**config.mk**
```make
export PLATFORM = sky130hd
export DESIGN_NAME = blink_timer
export DESIGN_NICKNAME = d
export VERILOG_FILES = /design/src/rtl/blink_timer.sv
export SDC_FILE = /design/constraint.sdc
export NUM_CORES = 1
export LEC_CHECK = 0
export CORE_ASPECT_RATIO = 1.1
export CORE_MARGIN = 5
export CORE_UTILIZATION = 30
export CTS_CLUSTER_SIZE = 24
export DETAILED_ROUTE_END_ITERATION = 16
export SLEW_MARGIN = 10
export SYNTH_ARGS = -nofsm -noshare
export SYNTH_HDL_FRONTEND = slang
export SYNTH_SLANG_ARGS = --single-unit
```
**constraint.sdc**
```tcl
create_clock -name clk -period 4.4 [get_ports clk]
set_input_delay 0.88 -clock clk [delete_from_list [all_inputs] [get_ports clk]]
set_output_delay 0.88 -clock clk [all_outputs]
set_load 0.03 [all_outputs]
```
**src/rtl/blink_timer.sv**
```systemverilog
// Prescaled countdown timer driving the blinker LED: reloads from load_val on expiry, toggles blink, pulses expire.
// Optional build macro BLINK_TIMER_RELOAD_ON_CHANGE_EN restarts the countdown as soon as load_val changes.
module blink_timer #(
    parameter int PRESCALE = 1000,
    parameter int PRE_W    = 10
) (
    input  logic       clk,
    input  logic       rst,
    input  logic [7:0] load_val,
    input  logic       enable,
    output logic [7:0] count,
    output logic       expire,
    output logic       blink
);

    if (PRESCALE < 2) begin : g_bad_prescale
        $error("blink_timer: PRESCALE must be at least 2");
    end
    if ((64'd1 << PRE_W) < 64'(PRESCALE)) begin : g_bad_pre_w
        $error("blink_timer: PRE_W too narrow for PRESCALE");
    end

    localparam logic [PRE_W-1:0] PRE_LAST = PRE_W'(PRESCALE - 1);

    logic [PRE_W-1:0] pre_cnt;
    logic             tick;

    assign tick = enable && (pre_cnt == PRE_LAST);

`ifdef BLINK_TIMER_RELOAD_ON_CHANGE_EN
    logic [7:0] last_val;
    logic       val_changed;

    assign val_changed = enable && (load_val != last_val);

    // last_val tracks load_val on every edge, independent of enable.
    always_ff @(posedge clk or posedge rst) begin
        if (rst) begin
            last_val <= 8'd0;
        end else begin
            last_val <= load_val;
        end
    end
`else
    logic val_changed;

    assign val_changed = 1'b0;
`endif

    // NOTE: sequential state uses non-blocking assignments so every register
    // samples the pre-edge values of its neighbours, regardless of statement order.
    always_ff @(posedge clk or posedge rst) begin
        if (rst) begin
            pre_cnt <= '0;
            count   <= 8'd0;
            blink   <= 1'b0;
            expire  <= 1'b0;
        end else if (val_changed) begin
            // A speed change restarts the countdown at once; blink keeps its phase.
            pre_cnt <= '0;
            count   <= load_val;
            expire  <= 1'b0;
        end else if (tick) begin
            pre_cnt <= '0;
            if (count == 8'd0) begin
                count  <= load_val;
                blink  <= ~blink;
                expire <= 1'b1;
            end else begin
                count  <= count - 8'd1;
                expire <= 1'b0;
            end
        end else begin
            if (enable) begin
                pre_cnt <= pre_cnt + PRE_W'(1);
            end
            expire <= 1'b0;
        end
    end

endmodule
```
* Yosys cells after proc, flatten, opt, wreduce, memory -nomap -nowiden
Index checks and enable logic that the tools add are counted.
Storage, ports and cells: logic and storage cells 17, register bits 20
Operators by class: multiplexer cells 5, bitwise logic cells 1, reductions and logical operators 4, eq/ne operators 1, add/sub/neg operators 2
Operators with widths (count):
- $mux 10 | 2
- $add 10x1->10 const B | 1
- $eq 10x10->1 const B | 1
- $logic_not 8->1 | 1
- $mux 8 | 1
- $sub 8x1->8 const B | 1
- $mux 1 | 2
- $reduce_and 2->1 | 1
- $reduce_bool 2->1 | 1
- $logic_and 1x1->1 | 1
- $not 1->1 | 1

* Logic depth before layout (Yosys ltp)
depth after elaboration 3, depth in mapped cells 7, mapped depth without buffers 6

* Worst setup path after synthesis
No wires, ideal clock.
kind register -> register, from register count[0], to register count[6], period minus slack after synthesis 2.055 ns, path slack 2.345 ns, data arrival time 1.976 ns, buffers on the path 0, setup time 0.080 ns, cell stages (with the launch flop) 7, required time 4.320 ns, cells stage by stage dfrtp_1 > inv_1 > ha_1 > or3b_2 > or3_2 > a21oi_1 > a2bb2oi_1
Between the ends: longest elaborated chain between the ends 2
RTL lines:
- start, declared | line 11 | output logic [7:0] count,
- start signal, assigned | line 61 | count <= load_val;
- start signal, assigned | line 66 | count <= load_val;
- start signal, assigned | line 70 | count <= count - 8'd1;
- $sub 8x1->8 / $logic_not 8->1 (equally long branches) | line 70, 65
- $mux 8 (*) | line 65 | if (count == 8'd0) begin
Every way passes the cells marked *; elsewhere a longest branch is shown, timed or not. A chain may end at the register's enable or synchronous reset.

* Worst setup path in the final report
from input port enable, to register count[5]
Between the ends: longest elaborated chain between the ends 1
RTL lines:
- start, declared | line 10 | input logic enable,
- $logic_and 1x1->1 | line 28 | assign tick = enable && (pre_cnt == PRE_LAST);
No other way between the ends.

==> impl_metrics.ini <==
[outcome]
status = completed

[routing]
drc = 0
wl_per_cell_um = 12.97
first_pass_iters = 4
vias_per_cell = 4.863
drt-initial-drc-count = 63
finalWirelength_um = 2360
vias = 885
postRouteAntennaNets = 0

[die]
die-width_um = 67.53
core_mm2 = 0.003568
initial_utilization = 0.3061
placementRows = 23
ios = 21
die-area_mm2 = 0.004949
fp.dieH_um = 73.29

[worst_setup_path]
critical_path.startpoint_type = input pin
path_max_fanout = 15
worstReg2RegStart = count[0]
r2r-end = count[6]
crit_chain = clkdlybuf4s50_1 > and3_1 > and3_1 > o21ai_0 > a22oi_1
critical_path.endpoint_type = flop
ff2ff_path_depth = 6
crit_type = in2reg
crit_arrival_ns = 2.64
worst_path_largest_cell_delay_ns = 0.57
reg2reg_setup_slack_ns = 2.35
cp.depth = 5
cp_data_required_time_ns = 4.58
worst_path_most_repeated_cell = and3_1
timing.critical_path.buf_inv = 1
crit_family = simple AND/OR/NAND/NOR gates
cpMaxStageDelayCell = clkdlybuf4s50_1

[layout]
syn_to_final_growth_pct = 27.03
drive_above_1_share = 0.09091
diodes = 0
final_nets = 147
fin_util = 0.3889

[logic_synthesis]
synth-seq-cells = 20
syn_avg_cell_area_um2 = 9.753
synth_area_leaders = dfrtp_1 46%, a21oi_1 4.6%, o21ai_0 3.7%, ha_1 3.4%, inv_1 3.1%
synth-async-reset-ratio = 1.000
synthCells = 112
synth_top_flop_cell = dfrtp_1
ys_types = 34
ys_warn_count = 0
yosys.area.top_type = dfrtp_1
netlist_area_mm2 = 0.001092
synth_edf_count = 0
synth_top_area_frac = 0.4582
synth.net_count = 126
synthTopCellsByCount = 20 x dfrtp_1, 10 x a21oi_1, 9 x inv_1
synth_seq_area_share = 0.4582
yosysMostFrequentCell = dfrtp_1

[timing]
max_freq_ghz = 0.4057
rsz0062_at_grt = false
post-route-min-period_ns = 2.465
relSlewSlack = 0.5025
slew_violations = 0
setup_viol = 0
setup_ws_ns = 1.935
finalCritPeriodShare = 0.5602
worst_hold_slack_ns = 0.4741
worstMarginPinSlew_ns = 0.7454
clock_skew_ns = 0.007371
fin_tns_setup_ns = 0
hold_viol_final = 0

[clock_tree]
clk_latency_ns = 0.26
tritoncts = built
clockBufferDepth = 2
clk_pin_slew_worst_paths_ns = 0.08
ctsResizeCount = 0
cts-buffers-inserted = 3
cts_setup_buffers = 0
cts.sinks = 20
cts_root_buf = clkbuf_8
htreeDepth = 1
hold_buffers = 0

[global_route]
grt.total_usage = 0.1030
grt_pass1_wl_um = 3884
overflow = 0
grt_max_degree = 21
grt_pass1_vias = 888
antenna_found_initial = 0

[pwr]
clock_power_share = 0.387
switchingPower_uw = 120.1
p_comb_frac = 0.117
swShare = 0.2513
seqPwrFrac = 0.496
p_int_uw = 358.0
power_density_mw_per_mm2 = 344.5
total_power_uw = 478.1
vdd_ir_drop_max_mv = 0.1155
leakage_nw = 0.5645

[flow_run]
drv_cap = 0

[min_path]
whs_path_depth = 1
hold_end = blink
hold_path_class = reg2reg
worstHoldStart = blink

[placed_design]
preCtsSetupSlack_ns = 1.678
io_buffers = 20
dpl.hpwl_um = 1755
routabilityCongestion = 0.8008
[kinds of logic (layout without fill, tap and decap cells)]
| logic type | Yosys count | after routing | synth area share |
|---|---|---|---|
| simple gates | 38 | 38 | 0.2096 |
| compound gates | 31 | 31 | 0.1741 |
| flops | 20 | 20 | 0.4582 |
| buf+inv | 13 | 33 | 0.06643 |
| xor+xnor | 6 | 6 | 0.04812 |
| fa+ha+maj | 3 | 3 | 0.03437 |
| mux | 1 | 1 | 0.009164 |
[area by class of cell]
cell class	count	area [µm²]
fillers	371	2181
multi-input cells	79	519.2
clock inverters	1	30.03
clock buffers	3	41.29
inverters	9	33.78
repair buffers	20	200.2
well taps	50	62.56
flip-flops and latches	20	500.5
[power groups by stage]
| stage | Combinational [mW] | Clock, mW | Sequential, mW |
|---|---|---|---|
| 2_1_floorplan | 0.0413 | 0 | 0.232 |
| 3_3_place_gp | 0.0541 | 0 | 0.238 |
| 3_5_place_dp | 0.0572 | 0 | 0.239 |
| 4_1_cts | 0.0573 | 0.189 | 0.236 |
| 5_1_grt | 0.0640 | 0.196 | 0.240 |
| 6_report | 0.0558 | 0.185 | 0.237 |
[worst max-delay path by stage]
stage             start  endpoint  slack, ns
2_1_floorplan  count[0]  count[6]       2.34
3_3_place_gp     enable  count[5]       1.73
3_5_place_dp     enable  count[5]       1.68
4_1_cts          enable  count[5]       1.95
5_1_grt          enable  count[2]       1.73
6_report         enable  count[5]       1.93
[per-layer routing]
layer / vias up / track usage / wire [µm] / part of all wire
li1: 441 / - / - / -
met4: 0 / 0.04054 / 37 / 0.016
met2: 22 / 0.1795 / 1138 / 0.48
met1: 417 / 0.1179 / 1015 / 0.43
met3: 5 / 0.02752 / 169 / 0.072
met5: - / 0 / 0 / 0
[stage by stage]
stage          cells  area, µm²
6_report         182       1388
5_1_grt          182       1388
4_1_cts          182       1388
3_5_place_dp     178       1316
3_3_place_gp     178       1316
2_1_floorplan    112       1092
[placed cells by master, fill, tap and decap left out, types with 3 or more instances in the layout]
cell,count
a21oi_1,10
inv_1,9
xnor2_1,3
clkdlybuf4s50_1,20
and3_1,4
nor2_1,6
a2bb2oi_1,3
ha_1,3
xor2_1,3
clkbuf_8,3
nor3_1,3
o22ai_1,3
dfrtp_1,20
nand2_1,6
o21ai_0,8
[flip-flops by register name (all words and copies together), names as in the netlist]
register,count
count,8
blink,1
pre_cnt,10
expire,1
[worst register-to-register path: cells and delay by family (launching register included)]
family                   cells  cell delay, ns
buffers and inverters        1            0.12
adder cells (fa/ha/maj)      1            0.20
flip-flops                   1            0.41
AND/OR/NAND/NOR              2            0.93
AO/OA/AOI/OAI                2            0.33
Power figures use the tool's default switching activity.
